`src/rtl/ysyx_24110015_axi_xbar_if.sv`:
```
// Single-beat AXI bus without ID or burst fields: 32-bit address/data,
// 4-bit write strobe, 2-bit response.
interface axi_if;
    logic [31:0] araddr;
    logic        arvalid;
    logic        arready;
    logic [31:0] rdata;
    logic [1:0]  rresp;
    logic        rvalid;
    logic        rready;
    logic [31:0] awaddr;
    logic        awvalid;
    logic        awready;
    logic [31:0] wdata;
    logic [3:0]  wstrb;
    logic        wvalid;
    logic        wready;
    logic [1:0]  bresp;
    logic        bvalid;
    logic        bready;

    modport master (
        output araddr, arvalid, rready, awaddr, awvalid, wdata, wstrb, wvalid, bready,
        input  arready, rdata, rresp, rvalid, awready, wready, bresp, bvalid
    );

    modport slave (
        input  araddr, arvalid, rready, awaddr, awvalid, wdata, wstrb, wvalid, bready,
        output arready, rdata, rresp, rvalid, awready, wready, bresp, bvalid
    );
endinterface

```
`src/rtl/ysyx_24110015_axi_xbar.sv`:
```
// 1-to-2 AXI crossbar: reads are routed to the CLINT or to the memory fabric by
// address; writes go to memory only, writes into the CLINT window get DECERR.
// Read and write paths are independent, each with one outstanding transaction.
module ysyx_24110015_axi_xbar #(
    parameter logic [31:0] CLINT_LO = 32'h0200_0000,
    parameter logic [31:0] CLINT_HI = 32'h0200_FFFF
) (
    input logic   clk,
    input logic   rst,
    axi_if.slave  up,
    axi_if.master clint,
    axi_if.master mem
);

    typedef enum logic [1:0] {RIdle, RAddr, RData} rd_state_e;
    typedef enum logic [1:0] {WIdle, WAw, WB, WErr} wr_state_e;

    function automatic logic in_clint(input logic [31:0] addr);
        return (addr >= CLINT_LO) && (addr <= CLINT_HI);
    endfunction

    // ---------------- read path ----------------
    rd_state_e   rd_state;
    logic        rsel;            // 1: CLINT, 0: memory
    logic [31:0] araddr_q;
    logic        arready_q;
    logic        clint_arvalid_q;
    logic        mem_arvalid_q;
    logic        sel_arready;
    logic        sel_rvalid;

    assign sel_arready = rsel ? clint.arready : mem.arready;
    assign sel_rvalid  = rsel ? clint.rvalid  : mem.rvalid;

    // Read FSM: accept AR, issue it to the decoded slave, then pass R through.
    always_ff @(posedge clk) begin
        if (rst) begin
            rd_state        <= RIdle;
            rsel            <= 1'b0;
            araddr_q        <= 32'h0;
            arready_q       <= 1'b1;
            clint_arvalid_q <= 1'b0;
            mem_arvalid_q   <= 1'b0;
        end else begin
            unique case (rd_state)
                RIdle: begin
                    if (up.arvalid) begin
                        araddr_q        <= up.araddr;
                        rsel            <= in_clint(up.araddr);
                        arready_q       <= 1'b0;
                        clint_arvalid_q <= in_clint(up.araddr);
                        mem_arvalid_q   <= !in_clint(up.araddr);
                        rd_state        <= RAddr;
                    end
                end
                RAddr: begin
                    if (sel_arready) begin
                        clint_arvalid_q <= 1'b0;
                        mem_arvalid_q   <= 1'b0;
                        rd_state        <= RData;
                    end
                end
                RData: begin
                    if (sel_rvalid && up.rready) begin
                        arready_q <= 1'b1;
                        rd_state  <= RIdle;
                    end
                end
                default: rd_state <= RIdle;
            endcase
        end
    end

    // Read outputs: AR side from registers, R side routed only while in RData.
    always_comb begin
        up.arready    = arready_q;
        clint.arvalid = clint_arvalid_q;
        clint.araddr  = araddr_q;
        mem.arvalid   = mem_arvalid_q;
        mem.araddr    = araddr_q;
        up.rvalid     = 1'b0;
        up.rdata      = 32'h0;
        up.rresp      = 2'b00;
        clint.rready  = 1'b0;
        mem.rready    = 1'b0;
        if (rd_state == RData) begin
            up.rvalid    = sel_rvalid;
            up.rdata     = rsel ? clint.rdata : mem.rdata;
            up.rresp     = rsel ? clint.rresp : mem.rresp;
            clint.rready = rsel & up.rready;
            mem.rready   = !rsel & up.rready;
        end
    end

    // ---------------- write path ----------------
    wr_state_e   wr_state;
    logic [31:0] awaddr_q;
    logic [31:0] wdata_q;
    logic [3:0]  wstrb_q;
    logic        awready_q;       // low in WIdle means AW already latched
    logic        wready_q;        // low in WIdle means W already latched
    logic        mem_awvalid_q;
    logic        mem_wvalid_q;
    logic        berr_q;
    logic        aw_take;
    logic        w_take;
    logic        aw_have;
    logic        w_have;
    logic [31:0] awaddr_next;
    logic        aw_ok;
    logic        w_ok;

    // Handshake bookkeeping: the decision to leave WIdle uses this cycle's AW/W too.
    always_comb begin
        aw_take     = (wr_state == WIdle) && awready_q && up.awvalid;
        w_take      = (wr_state == WIdle) && wready_q && up.wvalid;
        aw_have     = aw_take || !awready_q;
        w_have      = w_take || !wready_q;
        awaddr_next = aw_take ? up.awaddr : awaddr_q;
        aw_ok       = !mem_awvalid_q || mem.awready;
        w_ok        = !mem_wvalid_q || mem.wready;
    end

    // Write FSM: collect AW and W, then forward to memory or answer DECERR.
    always_ff @(posedge clk) begin
        if (rst) begin
            wr_state      <= WIdle;
            awaddr_q      <= 32'h0;
            wdata_q       <= 32'h0;
            wstrb_q       <= 4'h0;
            awready_q     <= 1'b1;
            wready_q      <= 1'b1;
            mem_awvalid_q <= 1'b0;
            mem_wvalid_q  <= 1'b0;
            berr_q        <= 1'b0;
        end else begin
            unique case (wr_state)
                WIdle: begin
                    if (aw_take) begin
                        awaddr_q  <= up.awaddr;
                        awready_q <= 1'b0;
                    end
                    if (w_take) begin
                        wdata_q  <= up.wdata;
                        wstrb_q  <= up.wstrb;
                        wready_q <= 1'b0;
                    end
                    if (aw_have && w_have) begin
                        if (in_clint(awaddr_next)) begin
                            berr_q   <= 1'b1;
                            wr_state <= WErr;
                        end else begin
                            mem_awvalid_q <= 1'b1;
                            mem_wvalid_q  <= 1'b1;
                            wr_state      <= WAw;
                        end
                    end
                end
                WAw: begin
                    if (mem.awready) mem_awvalid_q <= 1'b0;
                    if (mem.wready)  mem_wvalid_q  <= 1'b0;
                    if (aw_ok && w_ok) wr_state <= WB;
                end
                WB: begin
                    if (mem.bvalid && up.bready) begin
                        awready_q <= 1'b1;
                        wready_q  <= 1'b1;
                        wr_state  <= WIdle;
                    end
                end
                WErr: begin
                    if (up.bready) begin
                        berr_q    <= 1'b0;
                        awready_q <= 1'b1;
                        wready_q  <= 1'b1;
                        wr_state  <= WIdle;
                    end
                end
                default: wr_state <= WIdle;
            endcase
        end
    end

    // Write outputs; the CLINT write channels are never used.
    always_comb begin
        up.awready    = awready_q;
        up.wready     = wready_q;
        mem.awvalid   = mem_awvalid_q;
        mem.awaddr    = awaddr_q;
        mem.wvalid    = mem_wvalid_q;
        mem.wdata     = wdata_q;
        mem.wstrb     = wstrb_q;
        mem.bready    = (wr_state == WB) & up.bready;
        up.bvalid     = berr_q | ((wr_state == WB) & mem.bvalid);
        up.bresp      = berr_q ? 2'b11 : ((wr_state == WB) ? mem.bresp : 2'b00);
        clint.awvalid = 1'b0;
        clint.awaddr  = 32'h0;
        clint.wvalid  = 1'b0;
        clint.wdata   = 32'h0;
        clint.wstrb   = 4'h0;
        clint.bready  = 1'b0;
    end

endmodule
```
`src/flat_wrapper.sv`:
```
// flat-port wrapper written by rule: the top's interface ports become plain ports
module ysyx_24110015_axi_xbar_flat 
#(
    parameter logic [31:0] CLINT_LO = 32'h0200_0000,
    parameter logic [31:0] CLINT_HI = 32'h0200_FFFF
)
  (clk, rst, up_araddr, up_arvalid, up_rready, up_awaddr, up_awvalid, up_wdata, up_wstrb, up_wvalid, up_bready, up_arready, up_rdata, up_rresp, up_rvalid, up_awready, up_wready, up_bresp, up_bvalid, clint_araddr, clint_arvalid, clint_rready, clint_awaddr, clint_awvalid, clint_wdata, clint_wstrb, clint_wvalid, clint_bready, clint_arready, clint_rdata, clint_rresp, clint_rvalid, clint_awready, clint_wready, clint_bresp, clint_bvalid, mem_araddr, mem_arvalid, mem_rready, mem_awaddr, mem_awvalid, mem_wdata, mem_wstrb, mem_wvalid, mem_bready, mem_arready, mem_rdata, mem_rresp, mem_rvalid, mem_awready, mem_wready, mem_bresp, mem_bvalid);
  axi_if up_i ();
  axi_if clint_i ();
  axi_if mem_i ();
  input logic clk;
  input logic rst;
  input wire logic [$bits(up_i.araddr)-1:0] up_araddr;
  input wire logic [$bits(up_i.arvalid)-1:0] up_arvalid;
  input wire logic [$bits(up_i.rready)-1:0] up_rready;
  input wire logic [$bits(up_i.awaddr)-1:0] up_awaddr;
  input wire logic [$bits(up_i.awvalid)-1:0] up_awvalid;
  input wire logic [$bits(up_i.wdata)-1:0] up_wdata;
  input wire logic [$bits(up_i.wstrb)-1:0] up_wstrb;
  input wire logic [$bits(up_i.wvalid)-1:0] up_wvalid;
  input wire logic [$bits(up_i.bready)-1:0] up_bready;
  output wire logic [$bits(up_i.arready)-1:0] up_arready;
  output wire logic [$bits(up_i.rdata)-1:0] up_rdata;
  output wire logic [$bits(up_i.rresp)-1:0] up_rresp;
  output wire logic [$bits(up_i.rvalid)-1:0] up_rvalid;
  output wire logic [$bits(up_i.awready)-1:0] up_awready;
  output wire logic [$bits(up_i.wready)-1:0] up_wready;
  output wire logic [$bits(up_i.bresp)-1:0] up_bresp;
  output wire logic [$bits(up_i.bvalid)-1:0] up_bvalid;
  output wire logic [$bits(clint_i.araddr)-1:0] clint_araddr;
  output wire logic [$bits(clint_i.arvalid)-1:0] clint_arvalid;
  output wire logic [$bits(clint_i.rready)-1:0] clint_rready;
  output wire logic [$bits(clint_i.awaddr)-1:0] clint_awaddr;
  output wire logic [$bits(clint_i.awvalid)-1:0] clint_awvalid;
  output wire logic [$bits(clint_i.wdata)-1:0] clint_wdata;
  output wire logic [$bits(clint_i.wstrb)-1:0] clint_wstrb;
  output wire logic [$bits(clint_i.wvalid)-1:0] clint_wvalid;
  output wire logic [$bits(clint_i.bready)-1:0] clint_bready;
  input wire logic [$bits(clint_i.arready)-1:0] clint_arready;
  input wire logic [$bits(clint_i.rdata)-1:0] clint_rdata;
  input wire logic [$bits(clint_i.rresp)-1:0] clint_rresp;
  input wire logic [$bits(clint_i.rvalid)-1:0] clint_rvalid;
  input wire logic [$bits(clint_i.awready)-1:0] clint_awready;
  input wire logic [$bits(clint_i.wready)-1:0] clint_wready;
  input wire logic [$bits(clint_i.bresp)-1:0] clint_bresp;
  input wire logic [$bits(clint_i.bvalid)-1:0] clint_bvalid;
  output wire logic [$bits(mem_i.araddr)-1:0] mem_araddr;
  output wire logic [$bits(mem_i.arvalid)-1:0] mem_arvalid;
  output wire logic [$bits(mem_i.rready)-1:0] mem_rready;
  output wire logic [$bits(mem_i.awaddr)-1:0] mem_awaddr;
  output wire logic [$bits(mem_i.awvalid)-1:0] mem_awvalid;
  output wire logic [$bits(mem_i.wdata)-1:0] mem_wdata;
  output wire logic [$bits(mem_i.wstrb)-1:0] mem_wstrb;
  output wire logic [$bits(mem_i.wvalid)-1:0] mem_wvalid;
  output wire logic [$bits(mem_i.bready)-1:0] mem_bready;
  input wire logic [$bits(mem_i.arready)-1:0] mem_arready;
  input wire logic [$bits(mem_i.rdata)-1:0] mem_rdata;
  input wire logic [$bits(mem_i.rresp)-1:0] mem_rresp;
  input wire logic [$bits(mem_i.rvalid)-1:0] mem_rvalid;
  input wire logic [$bits(mem_i.awready)-1:0] mem_awready;
  input wire logic [$bits(mem_i.wready)-1:0] mem_wready;
  input wire logic [$bits(mem_i.bresp)-1:0] mem_bresp;
  input wire logic [$bits(mem_i.bvalid)-1:0] mem_bvalid;
  assign up_i.araddr = up_araddr;
  assign up_i.arvalid = up_arvalid;
  assign up_i.rready = up_rready;
  assign up_i.awaddr = up_awaddr;
  assign up_i.awvalid = up_awvalid;
  assign up_i.wdata = up_wdata;
  assign up_i.wstrb = up_wstrb;
  assign up_i.wvalid = up_wvalid;
  assign up_i.bready = up_bready;
  assign up_arready = up_i.arready;
  assign up_rdata = up_i.rdata;
  assign up_rresp = up_i.rresp;
  assign up_rvalid = up_i.rvalid;
  assign up_awready = up_i.awready;
  assign up_wready = up_i.wready;
  assign up_bresp = up_i.bresp;
  assign up_bvalid = up_i.bvalid;
  assign clint_araddr = clint_i.araddr;
  assign clint_arvalid = clint_i.arvalid;
  assign clint_rready = clint_i.rready;
  assign clint_awaddr = clint_i.awaddr;
  assign clint_awvalid = clint_i.awvalid;
  assign clint_wdata = clint_i.wdata;
  assign clint_wstrb = clint_i.wstrb;
  assign clint_wvalid = clint_i.wvalid;
  assign clint_bready = clint_i.bready;
  assign clint_i.arready = clint_arready;
  assign clint_i.rdata = clint_rdata;
  assign clint_i.rresp = clint_rresp;
  assign clint_i.rvalid = clint_rvalid;
  assign clint_i.awready = clint_awready;
  assign clint_i.wready = clint_wready;
  assign clint_i.bresp = clint_bresp;
  assign clint_i.bvalid = clint_bvalid;
  assign mem_araddr = mem_i.araddr;
  assign mem_arvalid = mem_i.arvalid;
  assign mem_rready = mem_i.rready;
  assign mem_awaddr = mem_i.awaddr;
  assign mem_awvalid = mem_i.awvalid;
  assign mem_wdata = mem_i.wdata;
  assign mem_wstrb = mem_i.wstrb;
  assign mem_wvalid = mem_i.wvalid;
  assign mem_bready = mem_i.bready;
  assign mem_i.arready = mem_arready;
  assign mem_i.rdata = mem_rdata;
  assign mem_i.rresp = mem_rresp;
  assign mem_i.rvalid = mem_rvalid;
  assign mem_i.awready = mem_awready;
  assign mem_i.wready = mem_wready;
  assign mem_i.bresp = mem_bresp;
  assign mem_i.bvalid = mem_bvalid;
  ysyx_24110015_axi_xbar #(.CLINT_LO(CLINT_LO), .CLINT_HI(CLINT_HI)) u_core (.clk(clk), .rst(rst), .up(up_i), .clint(clint_i), .mem(mem_i));
endmodule
```
`config.mk`:
```
export PLATFORM = sky130hd
export DESIGN_NAME = ysyx_24110015_axi_xbar_flat
export DESIGN_NICKNAME = d
export VERILOG_FILES = /design/src/rtl/ysyx_24110015_axi_xbar_if.sv /design/src/rtl/ysyx_24110015_axi_xbar.sv /design/src/flat_wrapper.sv
export SDC_FILE = /design/constraint.sdc
export NUM_CORES = 1
export LEC_CHECK = 0
export ABC_AREA = 1
export CORE_AREA = 2 2 169 171
export CTS_BUF_LIST = sky130_fd_sc_hd__clkbuf_2 sky130_fd_sc_hd__clkbuf_4 sky130_fd_sc_hd__clkbuf_8
export CTS_CLUSTER_DIAMETER = 60
export DETAILED_ROUTE_END_ITERATION = 10
export DIE_AREA = 0 0 171 173
export GPL_TIMING_DRIVEN = 0
export MAX_ROUTING_LAYER = met4
export PLACE_DENSITY_LB_ADDON = 0.25
export SLEW_MARGIN = 15
export SYNTH_ARGS = -nofsm -noshare
export SYNTH_HDL_FRONTEND = slang
export SYNTH_SLANG_ARGS = --single-unit
```
`constraint.sdc`:
```
create_clock -name clk -period 1.55 [get_ports clk]
set_input_delay 0.2325 -clock clk [delete_from_list [all_inputs] [get_ports clk]]
set_output_delay 0.2325 -clock clk [all_outputs]
set_load 0.03 [all_outputs]
```
==> metrics.md <==
| Metric | Value |
|---|---|
| Status | `complete, but fails checks` |
| Failing checks | `setup timing` |
| Internal cell power | `9.28 mW` |
| Hpwl dp | `18.9 mm` |
| Final instance area | `11,500 µm²` |
| H-Tree Depth | `4` |
| Wire length after detailed routing | `24.6 mm` |
| CTS Sinks | `113` |
| Crit Path Class | `reg2out` |
| Worst reg2reg path startpoint | `u_core.wr_state[0]` |
| CP top delay family | `buffers and inverters` |
| Max IR drop VDD | `0.703 mV` |
| Gate power share | `0.539` |
| Syn avg cell area | `7.04 µm²` |
| Largest net degree at the start of global routing | `17` |
| Reg power frac | `0.256` |
| Slack of the worst reg-to-reg path | `-0.11 ns` |
| Levels on crit path | `7` |
| Starting density of the core | `0.204` |
| Clk slew on worst S/H paths | `0.09 ns` |
| Total Routing Usage GR | `0.165` |
| Post-route ant nets | `0` |
| Antenna violations before repair | `2` |
| Clock Path Buffers | `2` |
| Total CTS buffers | `17` |
| Start point of the critical path | `u_core.rd_state[1]` |
| Worst R2R End | `u_core.mem.wvalid` |
| Clock Latency Late Sink | `0.43 ns` |
| Critical path cell sequence | `inv_2 -> nor2_4 -> inv_4 -> clkbuf_16 -> buf_12 -> a21oi_4 -> buf_6` |
| Pwr Density | `1450 nW/µm²` |
| Fmax | `540 MHz` |
| Sequential element share of the synthesized area | `0.401` |
| Std cell rows | `61` |
| WL/cell | `14.7 µm` |
| Area after DPL | `10,200 µm²` |
| Die width | `171 µm` |
| CP max stage cell | `dfxtp_2` |
| Syn-to-layout area delta | `103%` |
| IO Count | `440` |
| Worst-Margin Slew | `0.692 ns` |
| First-pass GRT wire length | `36.5 mm` |
| Buf/Inv on CP | `5` |
| Number of distinct library cells after synthesis | `35` |
| Vias in the first global route | `6,569` |
| Power share of the clock group | `0.205` |
| Global route overflow | `0` |
| Fin. max-slew vios | `0` |
| Worst-path maximum fanout | `10` |
| Final min period | `1.85 ns` |
| Slew headroom | `0.539` |
| Core Region | `27,600 µm²` |
| DR iter-0 viols | `264` |
| Setup ws final | `-0.302 ns` |
| Psw | `7.31 mW` |
| CTS root buf | `clkbuf_8` |
| Layout cell share with drive strength beyond 1 | `0.298` |
| Clk_skew | `0.0154 ns` |
| Final Hold Fails | `0` |
| Reg2reg path depth | `12` |
| RSZ-0062 raised after global routing | `yes` |
| Setup TNS | `-9.74 ns` |
| Fill cells | `2,933` |
| Synthesis Warnings | `0` |
| Cell area after synthesis | `5640 µm²` |
| Via count | `6,563` |
| Cells after Synth | `800` |
| Vias per cell | `3.92` |
| Final setup fails | `41` |
| Die ar. | `29,600 µm²` |
| CP peak stage delay | `0.34 ns` |
| #FFs+latches synth | `113` |
| Max_cap viols | `0` |
| Tcrit/Tclk final | `1.19` |
| Critical Path End Type | `output port` |
| Switching Fraction | `0.441` |
| DRC Markers | `0` |
| Leakage power | `5.41 nW` |
| Die height | `173 µm` |
| # hold bufs at CTS | `0` |
| Worst Path Required | `1.32 ns` |
| Worst min path class | `in2reg` |
| Tot Pwr | `16.6 mW` |
| PortBufs | `362` |
| GPL Wtd Cong | `0.816` |
| CP Capture Point | `up_rdata[23]` |
| TritonCTS clock tree | `done` |
| Layout net count | `1,469` |
| Pre-Repair DR Iteration Count | `6` |
| Startpoint Class | `register` |
| CP arrival | `1.62 ns` |
[flip-flops by register name (all words and copies together), names as in the netlist, 2 cells and up]
signal	cells
u_core.clint.araddr	32
u_core.mem.awaddr	32
u_core.mem.wdata	32
u_core.mem.wstrb	4
u_core.rd_state	2
u_core.wr_state	2
[layout by cell type (no fill, tap or decap), types with 4 or more instances in the layout]
cell type	instances
a21oi_1	38
a21oi_2	14
a21oi_4	24
buf_12	4
buf_4	126
buf_6	51
buf_8	7
bufinv_16	5
clkbuf_1	12
clkbuf_2	19
clkbuf_4	6
clkbuf_8	21
clkdlybuf4s15_1	6
clkdlybuf4s15_2	14
clkdlybuf4s50_1	182
clkinv_4	5
conb_1	71
dfxtp_1	106
dfxtp_2	4
dlygate4sd2_1	102
inv_1	12
inv_2	4
nand2_1	142
nand2_2	21
nand2_4	8
nand3_1	5
nand3_2	7
nor2_1	148
nor2_2	10
nor2_4	7
o21ai_0	65
o21ai_1	8
[cell families after synthesis]
| kind of cell | share of synthesized area |
|---|---|
| AO/OA/AOI/OAI | 0.143 |
| buffers and inverters | 0.188 |
| flip-flops | 0.401 |
| multiplexers | 0.00178 |
| other | 0.000665 |
| AND/OR/NAND/NOR | 0.266 |
[layout make-up]
class	count	area [µm²]	share of cell area
plain buffers	143	1150	0.101
inverters	22	113	0.00982
multi-input cells	589	3120	0.272
repair buffers	394	3850	0.336
clock buffers	18	248	0.0216
flip-flops and latches	113	2280	0.199
diodes	2	5.00	0.000437
well taps	378	473	0.0413
clock inverters	14	228	0.0199
[per-layer routing]
metal  vias up  routed length, µm  global-route usage
met5         -                  0                   -
li1       3356                  -                   -
met1      2932              10100               0.190
met4         0                225              0.0392
met2       260              12600               0.283
met3        15               1780              0.0430
[power by group through the flow]
| stage | Clock (mW) | Sequential, mW | Combinational [mW] |
|---|---|---|---|
| detailed placement | 0 | 4.27 | 8.41 |
| floorplan | 0 | 5.62 | 3.60 |
| global placement | 0 | 4.25 | 8.40 |
| finish | 3.41 | 4.25 | 8.94 |
| global route | 3.66 | 4.36 | 9.57 |
| CTS | 3.54 | 4.23 | 8.78 |
[synth_stat cells]
cell type    n  area [µm²]
a21oi_1     75         375
a21oi_2      1        8.76
a221oi_1     1        8.76
buf_1        5        18.8
buf_2        6        30.0
buf_4      104         781
buf_6        2        22.5
buf_8        1        15.0
clkbuf_1    28         105
conb_1       1        3.75
dfxtp_1    113        2260
inv_1       16        60.1
inv_2        4        15.0
inv_4        2        12.5
mux2i_1      1        10.0
nand2_1    160         601
nand2_2      8        50.1
nand2_4      4        45.0
nand3_1     13        65.1
nand3_2      1        10.0
nand3b_1     1        7.51
nand4_1      3        18.8
nor2_1     158         593
nor2_2       5        31.3
nor2_4       2        22.5
nor2_8       1        20.0
nor3_1       4        20.0
nor4_1       1        6.26
o211ai_1     1        7.51
o21ai_0     72         360
o21ai_1      1        5.00
o22ai_2      1        12.5
o311ai_0     2        17.5
o31ai_1      1        7.51
or3_1        1        6.26
[through the flow]
stage          hold slack (ns)  setup WS, ns   util  cells
6_report                 0.347        -0.302  0.415   1673
5_1_grt                  0.320        -0.401  0.415   1673
4_1_cts                  0.310        -0.367  0.408   1663
3_5_place_dp             0.455         -1.09  0.370   1610
3_3_place_gp             0.450         -1.05  0.370   1610
2_1_floorplan            0.367       -0.0456      -    870
[worst min-delay path by stage]
stage                                   end  slack [ns]  cells past startpoint            startpoint
detailed placement     u_core.mem.awaddr[6]        0.45                      2  u_core.mem.awaddr[6]
CTS                   u_core.mem.awaddr[13]        0.31                      3         up_awaddr[13]
finish                u_core.mem.awaddr[14]        0.35                      3         up_awaddr[14]
global placement       u_core.mem.awaddr[2]        0.45                      2  u_core.mem.awaddr[2]
floorplan           u_core.clint.araddr[10]        0.37                      2         up_araddr[10]
global route          u_core.mem.awaddr[15]        0.32                      3         up_awaddr[15]
[worst reg2reg max path, cell delays in order (launching register included)]
cell and delay, ns:
dfxtp_4 0.38, nor2_4 0.14, nand2_4 0.11, buf_16 0.16, nand2_2 0.07, nand2_2 0.06
nor2_2 0.12, nand2_2 0.07, nor2_4 0.13, nand3_2 0.10, nand2_2 0.08, nand2_2 0.05
a21oi_2 0.12
[repair_timing]
action,4_1_cts,5_1_grt
buffers inserted,18,9
cloned,5,0
setup endpoints to repair,260,129
pin swaps,18,22
resized for setup,584,90
No activity file was read; power rests on OpenSTA's default activity.
